File: src/rtl/score_keeper.sv
// score_keeper: frame-rate BCD score counter with high-score latch and a
// 4-digit multiplexed seven-segment display driver for the dino game.
// The score advances one point every FRAMES_PER_POINT vsync frames while the
// game is running, saturates at 9999, and is compared against the high score
// when the game ends.
module score_keeper #(
    parameter int FRAMES_PER_POINT = 6,
    parameter int REFRESH_BITS     = 17
) (
    input  logic        clk,
    input  logic        rst,
    input  logic        vsync,
    input  logic [1:0]  state,
    output logic [15:0] score_bcd,
    output logic [15:0] high_bcd,
    output logic [6:0]  seg,
    output logic [3:0]  an
);

    localparam logic [1:0] ST_IDLE = 2'b00;
    localparam logic [1:0] ST_RUN  = 2'b01;
    localparam logic [1:0] ST_OVER = 2'b11;

    localparam logic [7:0] FRAME_LAST = 8'(FRAMES_PER_POINT - 1);
    localparam logic [REFRESH_BITS-1:0] REFRESH_ONE = {{(REFRESH_BITS-1){1'b0}}, 1'b1};

    // Saturating 4-digit BCD increment with ripple carry between digits.
    function automatic logic [15:0] bcd_inc(input logic [15:0] v);
        logic [15:0] r;
        logic        carry;
        r     = v;
        carry = 1'b1;
        if (v == 16'h9999) begin
            r = v;
        end else begin
            for (int i = 0; i < 4; i++) begin
                if (carry) begin
                    if (r[4*i +: 4] == 4'd9) begin
                        r[4*i +: 4] = 4'd0;
                        carry       = 1'b1;
                    end else begin
                        r[4*i +: 4] = r[4*i +: 4] + 4'd1;
                        carry       = 1'b0;
                    end
                end else begin
                    r[4*i +: 4] = r[4*i +: 4];
                end
            end
        end
        return r;
    endfunction

    // Active-low segment pattern {g,f,e,d,c,b,a}; non-BCD nibbles blank.
    function automatic logic [6:0] seg_decode(input logic [3:0] d);
        logic [6:0] p;
        case (d)
            4'd0:    p = 7'b1000000;
            4'd1:    p = 7'b1111001;
            4'd2:    p = 7'b0100100;
            4'd3:    p = 7'b0110000;
            4'd4:    p = 7'b0011001;
            4'd5:    p = 7'b0010010;
            4'd6:    p = 7'b0000010;
            4'd7:    p = 7'b1111000;
            4'd8:    p = 7'b0000000;
            4'd9:    p = 7'b0010000;
            default: p = 7'b1111111;
        endcase
        return p;
    endfunction

    logic                    vs_q;
    logic [1:0]              state_q;
    logic [7:0]              frame_q,   frame_d;
    logic [15:0]             score_q,   score_d;
    logic [15:0]             high_q,    high_d;
    logic [REFRESH_BITS-1:0] refresh_q, refresh_d;
    logic [6:0]              seg_q,     seg_d;
    logic [3:0]              an_q,      an_d;

    logic        tick_s;
    logic        new_game_s;
    logic        over_s;
    logic [15:0] src_s;
    logic [1:0]  sel_s;
    logic [3:0]  digit_s;

    // Frame/score/high-score next-state: new game beats a coincident tick.
    always_comb begin
        tick_s     = vs_q & ~vsync;
        new_game_s = (state_q == ST_IDLE) && (state == ST_RUN);
        over_s     = (state_q != ST_OVER) && (state == ST_OVER);
        frame_d    = frame_q;
        score_d    = score_q;
        high_d     = high_q;
        if (new_game_s) begin
            frame_d = 8'd0;
            score_d = 16'h0000;
        end else if (state != ST_RUN) begin
            frame_d = 8'd0;
        end else if (tick_s) begin
            if (frame_q == FRAME_LAST) begin
                frame_d = 8'd0;
                score_d = bcd_inc(score_q);
            end else begin
                frame_d = frame_q + 8'd1;
            end
        end else begin
            frame_d = frame_q;
        end
        if (over_s && (score_q > high_q)) begin
            high_d = score_q;
        end else begin
            high_d = high_q;
        end
    end

    // Display next-state: pick source, select digit from refresh counter top bits.
    always_comb begin
        refresh_d = refresh_q + REFRESH_ONE;
        src_s     = (state == ST_IDLE) ? high_q : score_q;
        sel_s     = refresh_q[REFRESH_BITS-1 -: 2];
        case (sel_s)
            2'd0: begin an_d = 4'b1110; digit_s = src_s[3:0];   end
            2'd1: begin an_d = 4'b1101; digit_s = src_s[7:4];   end
            2'd2: begin an_d = 4'b1011; digit_s = src_s[11:8];  end
            2'd3: begin an_d = 4'b0111; digit_s = src_s[15:12]; end
            default: begin an_d = 4'b1111; digit_s = 4'hF; end
        endcase
        seg_d = seg_decode(digit_s);
    end

    // Game-side state: edge-detect registers, frame counter, score, high score.
    always_ff @(posedge clk or posedge rst) begin
        if (rst) begin
            vs_q    <= 1'b1;
            state_q <= ST_IDLE;
            frame_q <= 8'd0;
            score_q <= 16'h0000;
            high_q  <= 16'h0000;
        end else begin
            vs_q    <= vsync;
            state_q <= state;
            frame_q <= frame_d;
            score_q <= score_d;
            high_q  <= high_d;
        end
    end

    // Display-side state: free-running refresh counter and registered drives.
    always_ff @(posedge clk or posedge rst) begin
        if (rst) begin
            refresh_q <= '0;
            an_q      <= 4'b1110;
            seg_q     <= 7'b1000000;
        end else begin
            refresh_q <= refresh_d;
            an_q      <= an_d;
            seg_q     <= seg_d;
        end
    end

    assign score_bcd = score_q;
    assign high_bcd  = high_q;
    assign seg       = seg_q;
    assign an        = an_q;

endmodule

File: config.mk
export PLATFORM = sky130hd
export DESIGN_NAME = score_keeper
export DESIGN_NICKNAME = d
export VERILOG_FILES = /design/src/rtl/score_keeper.sv
export SDC_FILE = /design/constraint.sdc
export NUM_CORES = 1
export LEC_CHECK = 0
export ABC_CLOCK_PERIOD_IN_PS = 2200
export BUFFER_PORTS_ARGS = -buffer_cell sky130_fd_sc_hd__buf_2
export CAP_MARGIN = 20
export CORE_ASPECT_RATIO = 0.75
export CORE_UTILIZATION = 30
export CTS_BUF_LIST = sky130_fd_sc_hd__clkbuf_4 sky130_fd_sc_hd__clkbuf_8 sky130_fd_sc_hd__clkbuf_16
export DETAILED_ROUTE_END_ITERATION = 6
export PLACE_DENSITY_LB_ADDON = 0.08
export SKIP_LAST_GASP = 1
export SYNTH_ARGS = -nofsm -noshare
export SYNTH_HDL_FRONTEND = slang
export SYNTH_SLANG_ARGS = --single-unit
File: constraint.sdc
create_clock -name clk -period 2.2 [get_ports clk]
set_input_delay 0.22 -clock clk [delete_from_list [all_inputs] [get_ports clk]]
set_output_delay 0.22 -clock clk [all_outputs]
set_load 0.02 [all_outputs]
==> results by group, run 1 <==
Status
  • Status: complete, no violations

Finish
  • Share of layout cells above drive strength 1: between 30% and 40%
  • Synthesis-to-layout area growth: 32.7%
  • Diodes inserted: 0
  • Non-filler cells, final: 665
  • Nets: about 520

CTS
  • H-tree depth: 3
  • Clock Latency Late Sink: between 0.3 and 0.4 ns
  • CTS tree: built
  • Max Root-Sink Buffers: 2
  • CTS clk-pin slew, worst paths: roughly 0.060 ns
  • Root buffer cell: clkbuf_16
  • Cts bufs inserted: 9
  • Clock tree sinks: between 70 and 80

Worst setup path
  • R2R setup slack: between 0.06 and 0.07 ns
  • Crit. End Element: flop
  • Critical Path RT: between 2 and 2.5 ns
  • Crit path max fanout: 7
  • Critical setup path kind: flop to flop
  • Crit start category: flop
  • Critical Path AT: ~2.4 ns

Logic synthesis
  • Number of synthesis warnings: 0
  • Mapped Nets: approximately 420
  • Synth Flop Type: dfrtp_1
  • Yosys reg bits: 71
  • Syn Inst Count: 389
  • Netlist cell types: 57
  • Ys async rst share: 100%
  • Number of synthesized flops with an enable pin: 0
  • Top post-synthesis cells by area: dfrtp_1, ha_1, mux2i_1
  • Register area share after synthesis: around 44%
  • Average size of a mapped cell: roughly 10 um2
  • Synthesized area: 4030 um2
  • Yosys top cell by area: dfrtp_1
  • Most frequent cells after synthesis: dfrtp_1, inv_1, ha_1
  • Synth top area share: between 40% and 50%
  • Most frequent cell after synthesis: dfrtp_1

Detailed routing
  • DRC: 0
  • WL/cell: around 16 um
  • Total wire length: 10900 um
  • Vias: 3145
  • Routed wl met2: ~4200 um
  • Via-to-Cell Ratio: 4.73
  • DR iter-0 viols: 130
  • DR top layer: met4
  • Final ANT Viol Nets: 0
  • TritonRoute pass-1 iters: 6
  • M1 WL: approximately 6200 um
  • Met3 wire length: between 400 and 500 um

Global routing
  • First-pass GRT wire length: 17300 um
  • Initial antenna violation count: 0
  • Largest net degree at the start of global routing: 72
  • Vias in the first global route: 3071
  • GRT Total Usage: between 10% and 20%
  • Overflow left after global routing: 0

Floorplanning
  • Starting Density: 30.9%
  • Overall die width: roughly 140 um
  • Die ar.: 13900 um2
  • Io pins: 48
  • Core ar.: 13100 um2
  • Row cnt: 36
  • Die H: 102 um

Timing
  • Slew Limit Headroom: 73.4%
  • Period utilisation layout: 97.0%
  • Setup-failing EPs final: 0
  • Final Skew: between 0.007 and 0.008 ns
  • Final Max Slew Viols: 0
  • Min Tclk post-route: 2.13 ns
  • Worst-margin pin slew: 0.399 ns
  • Setup Total Neg Slack: 0 ns
  • Peak Freq: approximately 470 MHz
  • Final Hold Fails: 0

Power
  • Max VDD drop: 0.354 mV
  • Leak Pwr: ~2.5 nW
  • PD cells: ~530 nW/um2
  • Total Power: roughly 2.9 mW

Worst hold path
  • Worst Hold Class: input port to flop

Placement
  • GP Congestion: 0.780
  • Placed insts: ~640
  • Buffers on Ports: 47
  • HPWL Detailed: about 8300 um

Run
  • Max Cap Violations: 0
## flip-flops by register name, indices dropped and copies added (netlist names)
name,flops
state_q,2
score_bcd,16
frame_q,8
refresh_q,17
an,4
vs_q,1
seg,7
high_bcd,16
## path summary, 6_finish.rpt
kind	depth (start not counted)	end	start
max	10	high_bcd[10]$_DFFE_PP0P_	high_bcd[14]$_DFFE_PP0P_
min	2	state_q[0]$_DFF_PP0_	state[0]
max reg2reg	10	high_bcd[10]$_DFFE_PP0P_	high_bcd[14]$_DFFE_PP0P_
min reg2reg	1	refresh_q[10]$_DFF_PP0_	refresh_q[10]$_DFF_PP0_
max in group asynchronous	4	an[2]$_DFF_PP1_	rst
min in group asynchronous	4	frame_q[5]$_DFFE_PP0P_	rst
## stage by stage
stage / worst slack (ns) / utilization, % / hold slack [ns] / cell area [um2]
2_1_floorplan: -0.0155 / - / 0.224 / 4160
3_3_place_gp: -0.0587 / 37.6 / 0.339 / 4920
3_5_place_dp: -0.0643 / 37.6 / 0.342 / 4920
4_1_cts: -0.0286 / 40.7 / 0.141 / 5320
5_1_grt: -0.0179 / 40.9 / 0.144 / 5350
6_report: 0.0656 / 40.9 / 0.152 / 5350
## timing repair
item / in CTS / in global routing
pin swaps: 4 / 0
setup endpoints to repair: 15 / 21
gates resized for setup: 11 / 11
buffers inserted: 2 / 1
hold buffers: 2 / 0
hold endpoints to repair: 67 / 0
## critical path: stages, from the launching register on
cell	delay [ns]
dfrtp_2	0.40
inv_1	0.09
ha_4	0.20
nand4_1	0.08
buf_4	0.15
buf_4	0.11
nor2_1	0.05
a2111oi_4	0.32
a31oi_4	0.14
buf_6	0.17
mux2_4	0.30
## cells in the final DEF (no fill, tap or decap), drive strengths merged, types with 5 or more instances in the layout
cell type	count
xor2	7
nor2b	6
inv	36
buf	98
nand2	25
dfrtp	66
nor3b	5
nand2b	9
nand3	14
nand4	9
ha	30
and3	10
dfstp	5
mux2	16
mux2i	18
nor2	26
clkbuf	9
o21ai	20
xnor2	13
a21oi	15
## logic make-up (layout without fill, tap and decap cells)
| kind of cell | after synthesis | count (layout) | synth area share, % |
|---|---|---|---|
| flip-flops | 71 | 71 | 44.2 |
| multiplexers | 36 | 36 | 10.1 |
| buffers and inverters | 43 | 148 | 4.72 |
| XOR/XNOR | 20 | 20 | 4.35 |
| AND/OR/NAND/NOR | 133 | 133 | 18.4 |
| adder cells (fa/ha/maj) | 30 | 30 | 9.31 |
| AO/OA/AOI/OAI | 56 | 56 | 8.91 |
## layout make-up
cell class / count / area [um2]
sequential: 71 / 1810
timing repair buffer: 100 / 658
clock buffer: 9 / 225
multi-input combinational: 275 / 2260
inverter: 32 / 120
fill: 1320 / 7710
clock inverter: 7 / 61.3
tap: 171 / 214
## where the power goes
| part | switching, mW | leakage (nW) | internal (mW) |
|---|---|---|---|
| combinational | 0.0705 | 1.47 | 0.0403 |
| clock | 0.637 | 0.135 | 0.786 |
| sequential | 0.00444 | 0.890 | 1.32 |
| total | 0.712 | 2.50 | 2.14 |
## layer usage
metal / vias up / GRT usage (%)
met1: 1520 / 26.7
met5: - / 0
li1: 1565 / -
met2: 56 / 22.3
met3: 4 / 4.56
met4: 0 / 2.85
Power figures use the tool's default switching activity.
==> run 2, diff against run 1 <==
--- a/config.mk
+++ b/config.mk
@@ -8,6 +8,8 @@
 export ABC_CLOCK_PERIOD_IN_PS = 2200
 export BUFFER_PORTS_ARGS = -buffer_cell sky130_fd_sc_hd__buf_2
 export CAP_MARGIN = 20
+export CELL_PAD_IN_SITES_DETAIL_PLACEMENT = 0
+export CELL_PAD_IN_SITES_GLOBAL_PLACEMENT = 1
 export CORE_ASPECT_RATIO = 0.75
 export CORE_UTILIZATION = 30
 export CTS_BUF_LIST = sky130_fd_sc_hd__clkbuf_4 sky130_fd_sc_hd__clkbuf_8 sky130_fd_sc_hd__clkbuf_16
==> run 2 against run 1 <==
  * Worst setup slack got worse by 0.052 ns
  * Via count increased by 3.6%
  * Register-to-register slack got worse by 0.05 ns
  * Global-route usage increased by 1.2 points
  * Non-clock buffer count increased by 11
  * Clock skew increased by 0.00091 ns
  * Count of clock-buffer cells in the layout increased by 2
  * Critical path type unchanged
  * Largest power group unchanged
==> results by group, run 2 (synthesized netlist as in run 1, its figures left out) <==
Status
  • Status: complete, no violations

Worst setup path
  • Reg-to-Reg Start: score_bcd[13]$_DFFE_PP0P_
  • Crit path launch: score_bcd[13]$_DFFE_PP0P_
  • Critical Path AT: 2.41 ns (+0.06 ns)
  • Critical Path RT: 2.43 ns (about the same)
  • Critical setup path kind: flop to flop
  • FF-to-FF path depth: 8 (-2)
  • Crit path max fanout: 8 (+1)
  • Crit. End Element: flop
  • Crit start category: flop

Timing
  • Worst-margin pin slew: 0.536 ns (+0.137 ns)
  • Final Hold Fails: 0 (unchanged)
  • Final Max Slew Viols: 0 (unchanged)
  • Hold slack final: 0.156 ns (+0.00361 ns)
  • Setup-failing EPs final: 0 (unchanged)
  • Final Skew: 0.00803 ns (+0.000914 ns)
  • RSZ-0062 raised after global routing: true
  • Slew Limit Headroom: 64.3% (-9.1 points)
  • Period utilisation layout: 99.4% (+2.3 points)
  • Min Tclk post-route: 2.19 ns (+0.0515 ns)
  • Peak Freq: 457 MHz (-2.4%)
  • Final WS setup: 0.0141 ns (-0.0515 ns)

Power
  • Sequential Power Share: 41.8% (-4.5 points)
  • Clk pwr share: 54.7% (+4.9 points)
  • Comb power frac: 3.5% (-0.4 points)
  • Pint: 2.49 mW (+16%)
  • PD cells: 572 nW/um2 (+7.1%)
  • Sw Pwr: 0.665 mW (-6.5%)
  • Sw Ratio: 21.1% (-3.9 points)
  • Leak Pwr: 2.59 nW (+3.7%)
  • Max VDD drop: 0.396 mV (+12%)

Worst hold path
  • Hold path cells: 2 (unchanged)
  • Worst Hold Class: input port to flop
  • Hold_sp: state[0]

CTS
  • Cts bufs inserted: 9 (unchanged)
  • H-tree depth: 3 (unchanged)
  • Root buffer cell: clkbuf_16
  • CTS clk-pin slew, worst paths: 0.06 ns (about the same)
  • Clock Latency Late Sink: 0.34 ns (about the same)
  • CTS tree: built
  • Clock tree sinks: 71 (unchanged)
  • Max Root-Sink Buffers: 2 (unchanged)

Global routing
  • Initial antenna violation count: 0 (unchanged)
  • Overflow left after global routing: 0 (unchanged)
  • GRT Total Usage: 18.1% (+1.2 points)
  • Vias in the first global route: 3280 (+6.8%)
  • Largest net degree at the start of global routing: 42 (-42%)
  • First-pass GRT wire length: 18300 um (+5.7%)

Detailed routing
  • DR iter-0 viols: 169 (+30%)
  • Via-to-Cell Ratio: 4.82 (+1.9%)
  • WL/cell: 16.8 um (+2.5%)
  • TritonRoute pass-1 iters: 4 (-2)
  • Total wire length: 11400 um (+4.2%)
  • Vias: 3257 (+3.6%)
  • DRC: 0 (unchanged)
  • Final ANT Viol Nets: 0 (unchanged)

Finish
  • Share of layout cells above drive strength 1: 41.6% (+3.5 points)
  • Nets: 535 (+2.1%)
  • Biggest register: refresh_q
  • Synthesis-to-layout area growth: 37.0%
  • Commonest cells after routing, fill and taps aside: buf_4, buf_2, dfrtp_1, nor2_1
  • Max reg flops: 17 (unchanged)
  • Diodes inserted: 0 (unchanged)
  • Commonest non-fill, non-tap cell in the layout: buf_4
  • Core Util, Final: 42.3% (+1.3 points)

Placement
  • HPWL Detailed: 8610 um (+3.8%)
  • GP Congestion: 0.807 (+3.5%)
  • Post-Place Setup Slack: -0.139 ns (-0.0750 ns)
  • Buffers on Ports: 47 (unchanged)

Floorplanning
  • Die H: 102 um (unchanged)
  • Row cnt: 36 (unchanged)
  • Overall die width: 136 um (unchanged)
  • Die ar.: 13900 um2 (unchanged)
  • Io pins: 48 (unchanged)
  • Core ar.: 13100 um2 (unchanged)
  • Starting Density: 30.9% (unchanged)

Run
  • Max Cap Violations: 0 (unchanged)
run 2: worst paths after layout:
check | to | slack (ns)
min reg2reg | refresh_q[12]$_DFF_PP0_ | 0.48
min | state_q[0]$_DFF_PP0_ | 0.16
max in group asynchronous | refresh_q[16]$_DFF_PP0_ | 1.23
min in group asynchronous | high_bcd[10]$_DFFE_PP0P_ | 0.52
max | high_bcd[12]$_DFFE_PP0P_ | 0.01
max reg2reg | high_bcd[12]$_DFFE_PP0P_ | 0.01
run 2: power groups by stage:
| stage | clock [mW] | combinational [mW] | sequential (mW) |
|---|---|---|---|
| floorplan | 0 | 0.0580 | 1.35 |
| global placement | 0 | 0.111 | 1.34 |
| detailed placement | 0 | 0.111 | 1.34 |
| CTS | 1.77 | 0.114 | 1.32 |
| global route | 1.83 | 0.127 | 1.32 |
| finish | 1.73 | 0.110 | 1.32 |
run 2: layout make-up:
| type | instances | area (um2) |
|---|---|---|
| inverter | 32 | 120 |
| fill | 1306 | 7540 |
| clock inverter | 5 | 106 |
| timing repair buffer | 111 | 744 |
| multi-input combinational | 275 | 2290 |
| sequential | 71 | 1810 |
| clock buffer | 11 | 240 |
| tap | 171 | 214 |
run 2: what timing repair did:
item,CTS,global route
endpoints found under the hold margin,30,0
setup endpoints to repair,11,24
setup buffers,5,3
gates resized for setup,15,21
hold buffers,2,0
pin swaps,6,9
run 2: per-stage QoR:
stage	instances	total power, mW	instance area (um2)	TNS [ns]
after global routing	676	3.28	5520	-0.320
after CTS	673	3.20	5430	-0.187
after floorplan	389	1.41	4160	-0.0748
final	676	3.16	5520	0
after detailed placement	650	1.46	4960	-1.31
after global placement	650	1.46	4960	-0.798
run 2: routing by layer:
metal	routed length (um)	vias to the layer above	track usage (%)
met1	6310	1589	27.2
li1	-	1595	-
met3	493	13	5.21
met5	0	-	0
met2	4450	60	24.6
met4	133	0	4.84
run 2: worst max-delay path: stages, from the launching register on:
cell and delay [ns]:
dfrtp_2 0.43, ha_4 0.27, nand4_1 0.16, buf_4 0.20
nor3_2 0.26, a2111oi_4 0.07, a31oi_4 0.22, buf_12 0.17
mux2_4 0.30
==> run 3, diff against run 2 <==
--- a/config.mk
+++ b/config.mk
@@ -5,11 +5,11 @@
 export SDC_FILE = /design/constraint.sdc
 export NUM_CORES = 1
 export LEC_CHECK = 0
-export ABC_CLOCK_PERIOD_IN_PS = 2200
+export ABC_CLOCK_PERIOD_IN_PS = 2650
 export BUFFER_PORTS_ARGS = -buffer_cell sky130_fd_sc_hd__buf_2
 export CAP_MARGIN = 20
-export CELL_PAD_IN_SITES_DETAIL_PLACEMENT = 0
-export CELL_PAD_IN_SITES_GLOBAL_PLACEMENT = 1
+export CELL_PAD_IN_SITES_DETAIL_PLACEMENT = 1
+export CELL_PAD_IN_SITES_GLOBAL_PLACEMENT = 2
 export CORE_ASPECT_RATIO = 0.75
 export CORE_UTILIZATION = 30
 export CTS_BUF_LIST = sky130_fd_sc_hd__clkbuf_4 sky130_fd_sc_hd__clkbuf_8 sky130_fd_sc_hd__clkbuf_16
==> constraint.sdc (replaced) <==
create_clock -name clk -period 2.65 [get_ports clk]
set_input_delay 0.265 -clock clk [delete_from_list [all_inputs] [get_ports clk]]
set_output_delay 0.265 -clock clk [all_outputs]
set_load 0.02 [all_outputs]
==> run 3 against run 2 <==
  * Register-to-register slack gained 0.20 ns
  * Count of clock-buffer cells in the layout decreased by 2
  * Clock skew down 0.00072 ns
  * Largest cell class unchanged
  * First-iteration DRC count shrank 43%
  * Cell count decreased by 6.2%
  * Worst setup slack improved by 0.20 ns
  * Critical path type unchanged
  * Combinational power down 24%
  * Clock power is 32% lower
  * Sequential cell count did not move
  * Via count decreased by 4.5%
==> results by group, run 3 (synthesized netlist as in run 1, its figures left out) <==
Finish
  • Commonest non-fill, non-tap cell in the layout: dfrtp_1
  • Biggest register: refresh_q
  • Non-filler cells, final: 634 (-6.2%)
  • Diodes inserted: 0 (unchanged)
  • Final Cell Area: 4880 um2 (-12%)
  • Share of layout cells above drive strength 1: 25.3% (-16 points)
  • Commonest cells after routing, fill and taps aside: dfrtp_1, buf_2, inv_1, ha_1
  • FILL cells: 1474 (+13%)
  • Max reg flops: 17 (unchanged)
  • Nets: 493 (-7.9%)
  • Synthesis-to-layout area growth: 21.0%

Floorplanning
  • Io pins: 48 (unchanged)
  • Row cnt: 36 (unchanged)
  • Core ar.: 13100 um2 (unchanged)
  • Die ar.: 13900 um2 (unchanged)
  • Die H: 102 um (unchanged)
  • Overall die width: 136 um (unchanged)
  • Starting Density: 30.9% (unchanged)

Power
  • Leak Pwr: 2.37 nW (-8.5%)
  • PD cells: 484 nW/um2 (-15%)
  • Sw Pwr: 0.589 mW (-11%)
  • Sequential Power Share: 46.4% (+4.6 points)
  • Max VDD drop: 0.326 mV (-18%)
  • Clk pwr share: 50.0% (-4.7 points)
  • Comb power frac: 3.6% (about the same)
  • Sw Ratio: 24.9% (+3.9 points)
  • Pint: 1.77 mW (-29%)

Worst setup path
  • Critical path's top delay family: simple AND/OR/NAND/NOR gates
  • Crit. End Element: flop
  • Largest stage delay, worst path: 0.46 ns (+0.03 ns)
  • Critical Path RT: 2.87 ns (+0.44 ns)
  • Crit start category: flop
  • Crit path max fanout: 10 (+2)
  • Crit path launch: high_bcd[14]$_DFFE_PP0P_
  • Slowest CP cell: nor4_1
  • Critical Path AT: 2.65 ns (+0.24 ns)
  • WP buf/inv: 2 (unchanged)
  • Critical-path cell list: inv_1, ha_1, nand4_1, nor4_1, o21ai_1, a31oi_2, buf_4, mux2_2
  • Critical setup path kind: flop to flop
  • Reg-to-Reg Start: high_bcd[14]$_DFFE_PP0P_

CTS
  • Postcts setup bufs: 0 (-5)
  • Clock tree sinks: 71 (unchanged)
  • Max Root-Sink Buffers: 2 (unchanged)
  • CTS resizes: 0 (-15)
  • H-tree depth: 3 (unchanged)
  • CTS clk-pin slew, worst paths: 0.07 ns (about the same)
  • Clock Latency Late Sink: 0.34 ns (about the same)
  • CTS tree: built
  • Root buffer cell: clkbuf_16
  • Cts bufs inserted: 9 (unchanged)
  • Cts hold-fix bufs: 0 (-2)

Timing
  • Setup Total Neg Slack: 0 ns (unchanged)
  • Final Hold Fails: 0 (unchanged)
  • Worst-margin pin slew: 0.573 ns (+0.0374 ns)
  • Setup-failing EPs final: 0 (unchanged)
  • Final Skew: 0.00731 ns (-0.000717 ns)
  • Period utilisation layout: 91.9% (-7.4 points)
  • Peak Freq: 410 MHz (-10%)
  • Min Tclk post-route: 2.44 ns (+0.250 ns)
  • RSZ-0062 raised after global routing: false
  • Slew Limit Headroom: 61.4% (-2.9 points)
  • Final Max Slew Viols: 0 (unchanged)

Detailed routing
  • WL/cell: 17.2 um (+1.8%)
  • Final ANT Viol Nets: 0 (unchanged)
  • DRC: 0 (unchanged)
  • Vias: 3111 (-4.5%)
  • Total wire length: 10900 um (-4.5%)
  • Via-to-Cell Ratio: 4.91 (+1.8%)
  • DR iter-0 viols: 96 (-43%)
  • TritonRoute pass-1 iters: 4 (unchanged)

Placement
  • Buffers on Ports: 47 (unchanged)
  • HPWL Detailed: 8130 um (-5.5%)
  • Post-DP Area: 4590 um2 (-7.3%)
  • GP Congestion: 0.780 (-3.4%)
  • Placed insts: 618 (-4.9%)

Global routing
  • GRT Total Usage: 17.0% (-1.0 points)
  • Initial antenna violation count: 0 (unchanged)
  • Largest net degree at the start of global routing: 72 (+71%)
  • First-pass GRT wire length: 17800 um (-2.6%)
  • Overflow left after global routing: 0 (unchanged)
  • Vias in the first global route: 3338 (+1.8%)

Run
  • Max Cap Violations: 0 (unchanged)

Worst hold path
  • Worst Hold Class: input port to asynchronous set/reset pin

Status
  • Status: complete, no violations
run 3: per-stage QoR:
step	hold WS, ns	power [mW]	setup slack [ns]	util [%]
floorplan	0.269	1.17	0.162	-
global placement	0.387	1.20	0.362	35.2
detailed placement	0.382	1.20	0.201	35.2
CTS	0.0212	2.41	0.169	37.3
global route	0.0407	2.46	0.0540	37.3
finish	0.00584	2.36	0.214	37.3
run 3: worst min-delay path: cells and delay by family:
kind / cells / cell delay (ns)
buf+inv: 3 / 0.49
run 3: final cells by class:
cell class,instances,area [um2],share of cell area (%)
multi-input combinational,275,2060,42.3
sequential,71,1780,36.5
timing repair buffer,69,413,8.46
clock buffer,9,225,4.62
tap,171,214,4.39
inverter,32,120,2.46
clock inverter,7,61.3,1.26
run 3: metal layers:
layer  GRT usage (%)  up-vias  routed length [um]  share of wire (%)
li1                -     1507                   -                  -
met1            23.2     1554                5430                 50
met5               0        -                   0                  0
met3            3.27        9                 330                3.0
met2            27.8       41                4990                 46
met4            4.41        0                 122                1.1
run 3: path summary, 6_finish.rpt:
check                                                 end  slack (ns)  depth (start not counted)
worst max-delay path             high_bcd[12]$_DFFE_PP0P_        0.21                          8
worst min-delay path            score_bcd[12]$_DFFE_PP0P_       0.006                          3
worst max register to register   high_bcd[12]$_DFFE_PP0P_        0.21                          8
worst min register to register    refresh_q[12]$_DFF_PP0_        0.47                          1
max in group asynchronous                  vs_q$_DFF_PP1_        2.29                          3
min in group clk                           vs_q$_DFF_PP1_        0.05                          1
run 3: power groups by stage:
stage	sequential (mW)	combinational [mW]	clock, mW
4_1_cts	1.10	0.0880	1.23
3_5_place_dp	1.12	0.0874	0
5_1_grt	1.10	0.0972	1.27
2_1_floorplan	1.12	0.0479	0
6_report	1.10	0.0840	1.18
3_3_place_gp	1.12	0.0875	0
